==> src/rtl/mult_div.sv <==
// mult_div: iterative 32x32 signed multiplier / divider.
//
// Multiply produces a 64-bit product in {hi, lo}. Divide produces the
// quotient in lo and the remainder in hi. Quotients truncate toward zero
// and remainders take the sign of the dividend. Both operations take
// 32 iterations plus one sign-fix cycle. A divide by zero skips
// straight to DONE, raises div_zero and leaves hi/lo untouched.
//
// Ports:
//   clk         sole clock; all state changes on its rising edge
//   reset       asynchronous, active-high reset
//   start_mult  request signed a*b; sampled in IDLE only; wins over start_div
//   start_div   request signed a/b; sampled in IDLE only
//   unsigned_op treat operands as unsigned (only with MULT_DIV_UNSIGNED_EN)
//   a, b        32-bit operands, captured when a start is accepted
//   hi, lo      result words: product high/low, or remainder/quotient
//   busy        high while in CALC or FIX
//   done        one-cycle pulse; results are valid from this cycle
//   div_zero    last accepted divide had b == 0; held until the next start
//
// Configuration macro: MULT_DIV_UNSIGNED_EN adds the unsigned_op input.
// Latency is the same in both builds.

module mult_div (
    input  logic        clk,
    input  logic        reset,
    input  logic        start_mult,
    input  logic        start_div,
`ifdef MULT_DIV_UNSIGNED_EN
    input  logic        unsigned_op,
`endif
    input  logic [31:0] a,
    input  logic [31:0] b,
    output logic [31:0] hi,
    output logic [31:0] lo,
    output logic        busy,
    output logic        done,
    output logic        div_zero
);

    typedef enum logic [1:0] {IDLE, CALC, FIX, DONE} state_t;

    state_t      state;
    state_t      state_next;
    logic [5:0]  count;
    logic        is_div;
    logic        neg_main;
    logic        neg_rem;
    logic [31:0] operand;
    logic [31:0] acc_hi;
    logic [31:0] acc_lo;

    logic        start_any;
    logic        take_div;
    logic        b_zero;
    logic        unsigned_sel;
    logic        sign_a;
    logic        sign_b;
    logic [31:0] mag_a;
    logic [31:0] mag_b;
    logic [32:0] mul_sum;
    logic [32:0] div_shift;
    logic [32:0] div_diff;
    logic [63:0] prod_neg;

`ifdef MULT_DIV_UNSIGNED_EN
    assign unsigned_sel = unsigned_op;
`else
    assign unsigned_sel = 1'b0;
`endif

    assign start_any = start_mult | start_div;
    assign take_div  = start_div & ~start_mult;
    assign b_zero    = (b == 32'd0);
    assign sign_a    = a[31] & ~unsigned_sel;
    assign sign_b    = b[31] & ~unsigned_sel;
    assign mag_a     = sign_a ? (32'd0 - a) : a;
    assign mag_b     = sign_b ? (32'd0 - b) : b;

    // Multiply step: add the multiplicand into the upper half when the
    // current multiplier bit (acc_lo[0]) is set, then shift the 65-bit
    // {carry, acc_hi, acc_lo} right. The multiplier bits shift out of
    // acc_lo as the product bits shift in.
    assign mul_sum = {1'b0, acc_hi} + (acc_lo[0] ? {1'b0, operand} : 33'd0);

    // Divide step: shift the next dividend bit into the partial
    // remainder, then try subtracting the divisor. Because the partial
    // remainder is always below the divisor, bit 32 of the difference is
    // a reliable borrow flag.
    assign div_shift = {acc_hi, acc_lo[31]};
    assign div_diff  = div_shift - {1'b0, operand};

    assign prod_neg  = 64'd0 - {acc_hi, acc_lo};

    always_ff @(posedge clk or posedge reset) begin
        if (reset) begin
            state <= IDLE;
        end else begin
            state <= state_next;
        end
    end

    always_comb begin
        state_next = state;
        busy       = 1'b0;
        done       = 1'b0;
        case (state)
            IDLE: begin
                if (start_any) begin
                    state_next = (take_div && b_zero) ? DONE : CALC;
                end
            end
            CALC: begin
                busy = 1'b1;
                if (count == 6'd31) begin
                    state_next = FIX;
                end
            end
            FIX: begin
                busy       = 1'b1;
                state_next = DONE;
            end
            DONE: begin
                done       = 1'b1;
                state_next = IDLE;
            end
            default: state_next = IDLE;
        endcase
    end

    always_ff @(posedge clk or posedge reset) begin
        if (reset) begin
            count    <= 6'd0;
            is_div   <= 1'b0;
            neg_main <= 1'b0;
            neg_rem  <= 1'b0;
            operand  <= 32'd0;
            acc_hi   <= 32'd0;
            acc_lo   <= 32'd0;
            hi       <= 32'd0;
            lo       <= 32'd0;
            div_zero <= 1'b0;
        end else begin
            case (state)
                IDLE: begin
                    if (start_any) begin
                        // The register that is not the shifter holds
                        // the multiplicand or the divisor.
                        count    <= 6'd0;
                        is_div   <= take_div;
                        neg_main <= sign_a ^ sign_b;
                        neg_rem  <= sign_a;
                        operand  <= take_div ? mag_b : mag_a;
                        acc_hi   <= 32'd0;
                        acc_lo   <= take_div ? mag_a : mag_b;
                        div_zero <= take_div & b_zero;
                    end
                end
                CALC: begin
                    count <= count + 6'd1;
                    if (is_div) begin
                        acc_hi <= div_diff[32] ? div_shift[31:0] : div_diff[31:0];
                        acc_lo <= {acc_lo[30:0], ~div_diff[32]};
                    end else begin
                        acc_hi <= mul_sum[32:1];
                        acc_lo <= {mul_sum[0], acc_lo[31:1]};
                    end
                end
                FIX: begin
                    if (is_div) begin
                        hi <= neg_rem  ? (32'd0 - acc_hi) : acc_hi;
                        lo <= neg_main ? (32'd0 - acc_lo) : acc_lo;
                    end else begin
                        hi <= neg_main ? prod_neg[63:32] : acc_hi;
                        lo <= neg_main ? prod_neg[31:0]  : acc_lo;
                    end
                end
                default: ;
            endcase
        end
    end

endmodule

==> config.mk <==
export PLATFORM = sky130hd
export DESIGN_NAME = mult_div
export DESIGN_NICKNAME = d
export VERILOG_FILES = /design/src/rtl/mult_div.sv
export SDC_FILE = /design/constraint.sdc
export NUM_CORES = 1
export LEC_CHECK = 0
export CAP_MARGIN = 30
export CORE_MARGIN = 2
export CORE_UTILIZATION = 45
export CTS_CLUSTER_SIZE = 10
export DETAILED_ROUTE_END_ITERATION = 10
export PLACE_DENSITY_LB_ADDON = 0.25
export SLEW_MARGIN = 5
export SYNTH_ARGS = -nofsm -noshare
export SYNTH_HDL_FRONTEND = slang
export SYNTH_SLANG_ARGS = --single-unit
==> constraint.sdc <==
create_clock -name clk -period 6.3 [get_ports clk]
set_input_delay 0.945 -clock clk [delete_from_list [all_inputs] [get_ports clk]]
set_output_delay 0.945 -clock clk [all_outputs]
set_load 0.01 [all_outputs]
==> Word-level counts from Yosys, hierarchy flattened <==
Index checks and enable logic that the tools add are counted.
{ "totals": {"regBits": 172, "inputBits": 68, "output_inout_bits": 67, "elab_cells": 65} }
{ "op_classes": {"addsub": 8, "eq_ne": 6, "muxes": 26, "bitwise_logic": 6, "n_reduce_logical": 8} }
{ "ops": {"columns": ["cell", "count"], "rows": [
  ["$mux 32", 16],
  ["$pmux 32 s2", 2],
  ["$sub 1x32->32 const A", 4],
  ["$sub 1x64->64 const A", 1],
  ["$add 32x32->33", 1],
  ["$sub 33x32->33", 1],
  ["$logic_not 32->1", 1],
  ["$pmux 6 s2", 1],
  ["$pmux 2 s4", 1],
  ["$add 6x1->6 const B", 1],
  ["$eq 6x5->1 const B", 1],
  ["$mux 2", 3],
  ["$mux 6", 1],
  ["$reduce_and 2->1", 3],
  ["$eq 2x2->1 const B", 2],
  ["$ne 2x2->1 const B", 2],
  ["$and 1x1->1", 2],
  ["$eq 2x1->1 const B", 1],
  ["$logic_not 2->1", 1],
  ["$mux 1", 2],
  ["$not 1->1", 2],
  ["$reduce_bool 2->1", 1],
  ["$reduce_or 2->1", 1],
  ["$logic_and 1x1->1", 1],
  ["other kinds (2)", 2]
]} }

==> Logic depth before layout (Yosys ltp) <==
Gate-level depths: netlist (run 1).
{ "logic_depth": {"word_depth": 6, "ltp_mapped": 14, "ltp_nobuf": 13} }

==> Worst setup path before layout (run 1) <==
No wires, ideal clock.
{ "synth_timing": {"path_kind": "input to register", "from": "in a[8]", "to": "reg acc_lo[25]", "setup_time_ps": 135, "arrival_ps": 3351, "path_slack_ps": 2814, "cell_stages": 9, "n_path_buf": 0, "cell_sequence": "or4_1 -> or4_1 -> or3_1 -> nand2b_1 -> o41ai_1 -> xor2_1 -> nor3_1 -> a221oi_1 -> o21ai_0"} }
{ "synth_between": {"elab_chain_cells": 5} }
{ "synth_rtl": {"columns": ["element", "line_no", "source"], "rows": [
  ["start: declaration", "32", "input logic [31:0] a,"],
  ["$sub 1x32->32", "77", "assign mag_a = sign_a ? (32'd0 - a) : a;"],
  ["$mux 32", "77", null],
  ["$mux 32", "155", "acc_lo <= take_div ? mag_a : mag_b;"],
  ["$mux 32", "146", "if (start_any) begin"],
  ["$pmux 32 s2", "144", "case (state)"],
  ["end signal: assignment", "155", null],
  ["end signal: assignment", "163", "acc_lo <= {acc_lo[30:0], ~div_diff[32]};"],
  ["end signal: assignment", "166", "acc_lo <= {mul_sum[0], acc_lo[31:1]};"],
  ["end: declaration", "51", "logic [31:0] acc_lo;"]
]} }
Every way passes these cells. The select of a mux whose other input is x is not followed.
A chain may end at the register's enable or synchronous reset.

==> Final worst setup path (run 1) <==
{ "layout_timing": {"from": "reg acc_lo[0]", "to": "reg acc_hi[23]"} }
{ "layout_between": {"elab_chain_cells": 4} }
{ "layout_rtl": {"columns": ["element", "line_no", "source"], "rows": [
  ["$mux 32", "84", "assign mul_sum = {1'b0, acc_hi} + (acc_lo[0] ? {1'b0, operand} : 33'd0);"],
  ["$add 32x32->33", "84", null],
  ["$mux 32", "161", "if (is_div) begin"],
  ["$pmux 32 s2", "144", null],
  ["end signal: assignment", "162", "acc_hi <= div_diff[32] ? div_shift[31:0] : div_diff[31:0];"],
  ["end signal: assignment", "165", "acc_hi <= mul_sum[32:1];"],
  ["end: declaration", "50", "logic [31:0] acc_hi;"]
]} }
Every way passes these cells.

==> flow_metrics.tcl, run 1 <==
set metrics [dict create \
    rsz0062_at_grt "no" \
    p_sw_share_pct 49.2 \
    num_rows 65 \
    final-max-slew-violation-count 0 \
    ys_seq_elements 172 \
    crit_path_frequent_cell "o31ai_1" \
    final_nets 2004 \
    r2r_start "acc_lo[0]" \
    synth_area_mm2 0.0145 \
    crit_end "acc_hi[23]" \
    synth_warnings 0 \
    io_buffers 134 \
    ir_drop_mv 0.283 \
    grt_max_degree 88 \
    ys_types 80 \
    maxCapViolations 0 \
    pwr_density_cell_mw_per_mm2 527 \
    final.setup.tns_ns 0 \
    status "completed" \
    die_area_mm2 0.0337 \
    synth_top_flop_cell "dfrtp_1" \
    vias 13900 \
    worst_pin_slew_ns 1.05 \
    slew_headroom_pct 30.2 \
    cts_buffer_depth 2 \
    synthesis.nets 1928 \
    routed_wl_um 45900 \
    cts.clk_slew.worst_paths_ns 0.07 \
    power_leakage_nw 7.01 \
    cts_made_buffers 17 \
    clock.fmax_mhz 238 \
    core_mm2 0.0316 \
    final_util_pct 52.9 \
    ios 135 \
    postSynthAreaPerCell_um2 8.13 \
    path_class "register to register" \
    synth-edff-count 0 \
    slowest_delay_ns 0.59 \
    grt_pass1_wl_um 72700 \
    grtUsageTotal_pct 27.6 \
    seqPwrFrac_pct 25.1 \
    drive_gt1_share_pct 7.21 \
    h-tree-depth 4 \
    dr.first_iter.drc_count 1563 \
    combPwrFrac_pct 63.0 \
    antenna_found_initial 0 \
    area_growth_syn_to_layout_pct 15.4 \
    end_kind "register" \
    drcViolationCount 0 \
    setup_viol 0 \
    synthTopCellsByArea "dfrtp_1, ha_1, a21oi_1" \
    crit_fanout 30 \
    synth_area_leader_cell "dfrtp_1" \
    use_met1_pct 38.3 \
    hold_class "register to register" \
    dieWidth_um 184 \
    gp_congestion 0.979 \
    clock_skew_ns 0.0181 \
    yosysTopAreaCellShare_pct 29.7 \
    startpoint_type "register" \
    place_area_mm2 0.0161 \
    initial_core_util_pct 45.8 \
    cts-root-buf "clkbuf_16" \
    cts_tree "done" \
    synth-seq-area-share_pct 29.7 \
    firstDrtPassIters 6 \
    worstPathRequired_ns 6.65 \
    cp_slowest_cell "o41ai_1" \
    cts_setup_buffers 0 \
    cellInternalPower_mw 4.48 \
    crit_start "acc_lo[0]" \
    postCtsHoldBufs 0 \
    grt_pass1_vias 13000 \
    period_share_pct 66.7 \
    p_sw_mw 4.34 \
    met2_usage_pct 43.3 \
    p_clk_share_pct 11.9 \
    r2r_slack_ns 2.10 \
    grt-ovfl-total 0 \
    final_cell_area_mm2 0.0167 \
    fin_crit_ns 4.20 \
    postSynthCellCount 1784 \
    reg2reg_to "acc_hi[23]" \
    cp.arrival_ns 4.55 \
    cts.sinks 172 \
    met3_usage_pct 4.73 \
    top_usage_layer "met2" \
    vias_per_cell 6.10 \
    rr_worst_depth 13 \
    cts_resized 0 \
    hold_viol 0 \
    cp_cell_sequence "inv_1 -> buf_4 -> nor2_1 -> ha_1 -> nor2b_1 -> o31ai_1 -> a41oi_1 -> o41ai_1 -> o211a_1 -> o21a_1 -> o21ai_0 -> mux2_2 -> o31ai_1" \
    antenna_left 0 \
    n_fill_cell 3011 \
    clkLatencyLatePin_ns 0.45 \
    async_flop_share_pct 100 \
    antenna_cells 0 \
    dp_hpwl_um 35400 \
    fp.dieH_um 184 \
    wl_per_cell_um 20.2 \
]
## per-layer routing
layer	part of all wire [%]	vias up
li1	-	6650
met3	7.1	94
met1	45	6592
met2	45	536
met5	0	-
met4	3.4	0
## critical path, delay by kind of cell, from the launching register on
kind | cells | cell delay (ns)
simple gates | 2 | 0.26
compound gates | 7 | 2.22
mux | 1 | 0.29
flops | 1 | 0.50
buf+inv | 2 | 0.49
fa+ha+maj | 1 | 0.33
## how the worst min path moves through the flow
stage               cells after the start        start          end  slack (ns)
floorplan                               2  operand[24]  operand[24]        0.46
global placement                        1        hi[8]        hi[8]        0.49
detailed placement                      2  operand[25]  operand[25]        0.50
CTS                                     1        hi[7]        hi[7]        0.51
global route                            1        hi[7]        hi[7]        0.52
finish                                  1        hi[8]        hi[8]        0.51
## cell families after synthesis
logic type               Yosys count  share of synthesized area [%]
AO/OA/AOI/OAI                    578                           24.9
flip-flops                       172                           29.7
XOR/XNOR                         167                           10.1
buffers and inverters            165                           4.55
multiplexers                      80                           5.98
adder cells (fa/ha/maj)           76                           6.66
AND/OR/NAND/NOR                  546                           18.2
## power by group through the flow
stage / clock network [mW] / registers (mW) / logic (mW)
2_1_floorplan: 0 / 2.07 / 3.89
3_3_place_gp: 0 / 2.20 / 5.41
3_5_place_dp: 0 / 2.22 / 5.48
4_1_cts: 1.06 / 2.19 / 5.51
5_1_grt: 1.12 / 2.28 / 6.13
6_report: 1.05 / 2.21 / 5.56
## through the flow
step | std cells | hold slack (ns) | total power [mW] | setup slack (ns)
6_report | 2275 | 0.505 | 8.82 | 2.10
5_1_grt | 2275 | 0.522 | 9.53 | 1.87
4_1_cts | 2274 | 0.512 | 8.77 | 2.14
3_5_place_dp | 2242 | 0.496 | 7.69 | 2.06
3_3_place_gp | 2241 | 0.490 | 7.61 | 2.07
2_1_floorplan | 1784 | 0.461 | 5.96 | 0.695
## Yosys cell counts, types with 34 or more instances
master / instances
a21oi_1: 172
clkbuf_1: 80
dfrtp_1: 172
ha_1: 74
inv_1: 66
mux2_2: 49
nand2_1: 137
nor2_1: 193
nor3_1: 36
o21ai_0: 148
o31ai_1: 34
xnor2_1: 76
xor2_1: 91
## sequential cells by signal, indices dropped and copies added (netlist names)
signal	flops
acc_hi	32
acc_lo	32
hi	32
lo	32
operand	32
count	6
state	2
div_zero	1
is_div	1
neg_main	1
neg_rem	1
## final cells by class
| type | count | area [um^2] | share of cell area [%] |
|---|---|---|---|
| multi-input cells | 1447 | 9570 | 57.2 |
| flip-flops and latches | 172 | 4310 | 25.7 |
| repair buffers | 155 | 1510 | 9.05 |
| well taps | 402 | 503 | 3.01 |
| clock buffers | 17 | 425 | 2.54 |
| inverters | 67 | 256 | 1.53 |
| clock inverters | 15 | 150 | 0.898 |
## layout by cell type, fill, tap and decap left out, drive strengths merged, types with 16 or more instances in the layout
cell,netlist,routed
a211oi,24,24
a21o,29,29
a21oi,172,172
a22oi,22,22
a31oi,18,18
buf,17,21
clkbuf,81,17
clkdlybuf4s50,0,134
dfrtp,172,172
ha,74,74
inv,66,72
mux2,50,50
mux2i,30,30
nand2,137,137
nand2b,22,22
nand3,29,29
nor2,194,194
nor3,39,39
o21a,16,16
o21ai,150,150
o22ai,20,20
o31ai,34,34
o41ai,25,25
or4,20,20
xnor2,76,76
xor2,91,91
Power figures use the tool's default switching activity.
==> run 2: changes to the inputs <==
Clock period 6.3 ns to 4.4 ns, I/O delays scaled along.
==> run 2 against run 1 <==
Sequential cell count unchanged. Highest routed layer unchanged. Die area unchanged. Total power is 46% higher. Critical path type unchanged. Final area grew 1.3%. Clock-buffer cell count is 3 higher. Largest power group unchanged.
==> flow_metrics.tcl, run 2 (same netlist as run 1, synthesis figures left out) <==
set metrics [dict create \
    status "completed" \
    cts.clk_slew.worst_paths_ns 0.07 \
    final.setup.tns_ns 0 \
    dp_hpwl_um 36100 \
    path_class "register to register" \
    p_sw_share_pct 48.4 \
    final_cell_mix "nor2_1, a21oi_1, dfrtp_1, o21ai_0, nand2_1" \
    cp_slowest_cell "o41ai_1" \
    maxCapViolations 0 \
    vias_per_cell 6.08 \
    fp.dieH_um 184 \
    drcViolationCount 0 \
    final-max-slew-violation-count 0 \
    io_buffers 134 \
    cts.sinks 172 \
    grt_max_degree 85 \
    die_area_mm2 0.0337 \
    wl_met2_um 21400 \
    h-tree-depth 4 \
    initial_core_util_pct 45.8 \
    area_growth_syn_to_layout_pct 16.9 \
    final_cell_area_mm2 0.0170 \
    firstDrtPassIters 5 \
    hold_class "register to register" \
    p_clk_share_pct 11.9 \
    cp_cell_sequence "inv_1 -> buf_4 -> nor2_1 -> ha_1 -> o31ai_1 -> a41oi_1 -> o41ai_1 -> o211a_1 -> o21a_1 -> o21ai_0 -> mux2_2 -> o31ai_1" \
    postCtsHoldBufs 0 \
    slew_headroom_pct 36.9 \
    ir_drop_mv 0.365 \
    final_common_cell "nor2_1" \
    clkLatencyLatePin_ns 0.45 \
    cts-root-buf "clkbuf_16" \
    cts_resized 0 \
    place_area_mm2 0.0164 \
    grt_pass1_vias 13400 \
    drive_gt1_share_pct 8.23 \
    end_kind "register" \
    hold_viol 0 \
    placed_cells 2266 \
    combPwrFrac_pct 63.9 \
    dieWidth_um 184 \
    num_rows 65 \
    grt-ovfl-total 0 \
    fin_crit_ns 3.90 \
    vias 14000 \
    startpoint_type "register" \
    wl_per_cell_um 20.4 \
    seqPwrFrac_pct 24.2 \
    core_mm2 0.0316 \
    cts_made_buffers 17 \
    crit_path_frequent_cell "o31ai_1" \
    dr.first_iter.drc_count 1164 \
    cp.buffers_inverters 2 \
    cellInternalPower_mw 6.64 \
    clock.fmax_mhz 256 \
    rsz0062_at_grt "no" \
    highest_layer "met4" \
    power_leakage_nw 7.13 \
    met1Wirelength_um 21600 \
    period_share_pct 88.7 \
    worstPathRequired_ns 4.75 \
    antenna_found_initial 0 \
    final_nets 2027 \
    ios 135 \
    pwr_density_cell_mw_per_mm2 759 \
    worst_pin_slew_ns 0.946 \
    clock_skew_ns 0.0142 \
    grt_pass1_wl_um 74500 \
    cp.arrival_ns 4.25 \
    setup_viol 0 \
    gp_congestion 0.968 \
    cp_top_family "compound AO/OA/AOI/OAI gates" \
    routed_wl_um 46900 \
    cts_setup_buffers 0 \
    antenna_cells 0 \
    antenna_left 0 \
    fin_cells 2298 \
    cts_tree "done" \
    crit_fanout 29 \
    slowest_delay_ns 0.57 \
    p_sw_mw 6.23 \
    cts_buffer_depth 2 \
    grtUsageTotal_pct 28.2 \
    dr_wl_met3_um 2840 \
]
[run 2: changes by cell type in the layout (fill, tap and decap cells not counted), sizes merged]
cell and delta:
inv -2, buf +23, clkinvlp +3, clkinv -5, clkbuf +3, bufinv +1
[run 2: final cells by class]
cell class                      instances  area [um^2]
Sequential cell                       172         4310
Inverter                               67          255
Multi-Input combinational cell       1447         9570
Fill cell                            2989        14700
Timing Repair Buffer                  178         1740
Tap cell                              402          503
Clock buffer                           20          447
Clock inverter                         12          130
[run 2: power groups by stage]
stage                     Clock, mW  Combinational (mW)  Sequential (mW)
after global placement            0                7.97             3.09
after CTS                      1.55                8.16             3.09
final                          1.53                8.22             3.12
after global routing           1.61                9.07             3.20
after floorplan                   0                5.58             2.96
after detailed placement          0                8.11             3.12
[run 2: worst reg2reg max path, stage by stage, from the launching register on]
cell     delay (ns)
dfrtp_1        0.46
inv_1          0.16
buf_4          0.34
nor2_1         0.10
ha_1           0.25
o31ai_1        0.50
a41oi_1        0.31
o41ai_1        0.57
o211a_1        0.28
o21a_1         0.20
o21ai_0        0.13
mux2_2         0.28
o31ai_1        0.23
[run 2: layer usage]
metal	vias to the layer above	GRT usage, %
met1	6728	39.1
met5	-	0
met4	0	8.58
li1	6700	-
met3	59	3.65
met2	480	45.9
[run 2: through the flow]
| step | hold WS, ns | util, % | setup WS [ns] | power, mW |
|---|---|---|---|---|
| 2_1_floorplan | 0.461 | - | 1.09 | 8.54 |
| 3_3_place_gp | 0.491 | 51.6 | 0.426 | 11.1 |
| 3_5_place_dp | 0.495 | 51.8 | 0.397 | 11.2 |
| 4_1_cts | 0.510 | 53.6 | 0.515 | 12.8 |
| 5_1_grt | 0.523 | 53.6 | 0.172 | 13.9 |
| 6_report | 0.505 | 53.6 | 0.499 | 12.9 |
[run 2: final timing paths]
path	start	endpoint	slack [ns]	cells past startpoint
max	acc_lo[0]	acc_hi[23]	0.50	12
min	hi[27]	hi[27]	0.51	1
max reg2reg	acc_lo[0]	acc_hi[23]	0.50	12
min reg2reg	hi[27]	hi[27]	0.51	1
max in group asynchronous	reset	acc_lo[31]	2.97	3
min in group asynchronous	reset	lo[13]	0.52	2
==> run 3: changes to the inputs <==
==> constraint.sdc (replaced) <==
create_clock -name clk -period 4.4 [get_ports clk]
set_input_delay 1.1 -clock clk [delete_from_list [all_inputs] [get_ports clk]]
set_output_delay 1.1 -clock clk [all_outputs]
set_load 0.01 [all_outputs]
==> run 3 against run 2 <==
Sequential power fell by 3%. Wire length up 5.7%. Register-to-register slack worse by 0.06 ns. Non-clock buffer count up 41. Critical path type unchanged. Largest cell class unchanged. Highest routed layer unchanged.
==> flow_metrics.tcl, run 3 (same netlist as run 1, synthesis figures left out) <==
set metrics [dict create \
    status "completed" \
    antenna_left 0 \
    crit_end "acc_hi[25]" \
    rr_worst_depth 13 \
    cts.clk_slew.worst_paths_ns 0.07 \
    power_leakage_nw 7.35 \
    crit_start "acc_lo[31]" \
    r2r_start "acc_lo[31]" \
    postCtsHoldBufs 0 \
    initial_core_util_pct 45.8 \
    core_mm2 0.0316 \
    antenna_found_initial 0 \
    firstDrtPassIters 5 \
    gp_congestion 0.936 \
    reg2reg_to "acc_hi[25]" \
    path_class "register to register" \
    power.total_mw 13.2 \
    drive_gt1_share_pct 10.2 \
    cts-root-buf "clkbuf_16" \
    setup_viol 0 \
    final_common_cell "nor2_1" \
    cp.arrival_ns 4.33 \
    crit_fanout 17 \
    slew_headroom_pct 35.1 \
    pwr_density_cell_mw_per_mm2 762 \
    ios 135 \
    worstPathRequired_ns 4.77 \
    worst_pin_slew_ns 0.974 \
    hold_class "register to register" \
    grt_pass1_wl_um 77600 \
    cts_setup_buffers 0 \
    final_nets 2068 \
    final_cell_mix "nor2_1, a21oi_1, dfrtp_1, o21ai_0, nand2_1" \
    fp.dieH_um 184 \
    cts_buffer_depth 2 \
    place_area_mm2 0.0167 \
    final.setup.tns_ns 0 \
    area_growth_syn_to_layout_pct 19.2 \
    n_fill_cell 2954 \
    r2r_slack_ns 0.44 \
    clkLatencyLatePin_ns 0.45 \
    maxCapViolations 0 \
    clock.fmax_mhz 252 \
    startpoint_type "register" \
    cts_made_buffers 17 \
    period_share_pct 90.0 \
    final-max-slew-violation-count 0 \
    hold_viol 0 \
    vias_per_cell 6.16 \
    fin_crit_ns 3.96 \
    clock_skew_ns 0.0143 \
    cts.sinks 172 \
    cts_tree "done" \
    grt-ovfl-total 0 \
    grt_pass1_vias 13700 \
    die_area_mm2 0.0337 \
    end_kind "register" \
    wl_per_cell_um 21.2 \
    h-tree-depth 4 \
    dp_hpwl_um 38500 \
    dieWidth_um 184 \
    post-place-ws_ns 0.0983 \
    ir_drop_mv 0.430 \
    vias 14400 \
    antenna_cells 0 \
    final_cell_area_mm2 0.0173 \
    routed_wl_um 49600 \
    drcViolationCount 0 \
    rsz0062_at_grt "no" \
    grtUsageTotal_pct 29.6 \
    finalWorstSetupSlack_ns 0.439 \
    dr.first_iter.drc_count 1368 \
    io_buffers 134 \
    cts_resized 0 \
    num_rows 65 \
    grt_max_degree 70 \
]
run 3: cell types whose count changed in the layout (fill, tap and decap cells not counted):
cell,before,now
buf_8,1,0
clkinvlp_4,4,5
inv_8,0,2
inv_6,5,3
clkbuf_8,1,0
bufinv_16,1,3
clkbuf_1,2,0
buf_12,3,5
buf_4,39,80
buf_16,1,0
clkinv_4,2,0
run 3: how the worst min path moves through the flow:
stage	start	to	slack (ns)	cells after the start
finish	hi[16]	hi[16]	0.51	1
global route	hi[23]	hi[23]	0.53	1
CTS	hi[23]	hi[23]	0.51	1
detailed placement	hi[23]	hi[23]	0.50	1
global placement	hi[23]	hi[23]	0.49	1
floorplan	operand[24]	operand[24]	0.46	2
run 3: area by class of cell:
type	instances	area, um^2	area share (%)
multi-input combinational	1447	9570	55.4
sequential	172	4310	24.9
timing repair buffer	219	2040	11.8
tap	402	503	2.91
clock buffer	17	425	2.46
inverter	67	255	1.48
clock inverter	13	185	1.07
run 3: power by group:
part	switching, mW	internal [mW]
registers	0.734	2.31
clock network	0.721	0.905
logic	4.93	3.58
run 3: critical path, stage by stage (launching register included):
cell and delay [ns]:
dfrtp_1 0.37, inv_1 0.06, ha_1 0.21, fa_1 0.40
nand2b_1 0.19, a21oi_1 0.29, o2111ai_1 0.25, a21oi_1 0.28
o31ai_1 0.14, a211oi_4 0.77, buf_4 0.38, nor3_1 0.07
o31a_1 0.29, nor3_1 0.17
run 3: metrics by stage:
stage,util (%),cells,hold slack [ns]
CTS,54.6,2337,0.510
global route,54.6,2337,0.533
floorplan,-,1784,0.461
global placement,52.7,2306,0.491
detailed placement,52.7,2307,0.495
finish,54.6,2337,0.508
run 3: per-layer routing:
metal  wire length, um  track usage [%]
met1             22600             42.0
met2             22100             46.3
met3              3430             3.98
met4              1560             10.2
met5                 0                0
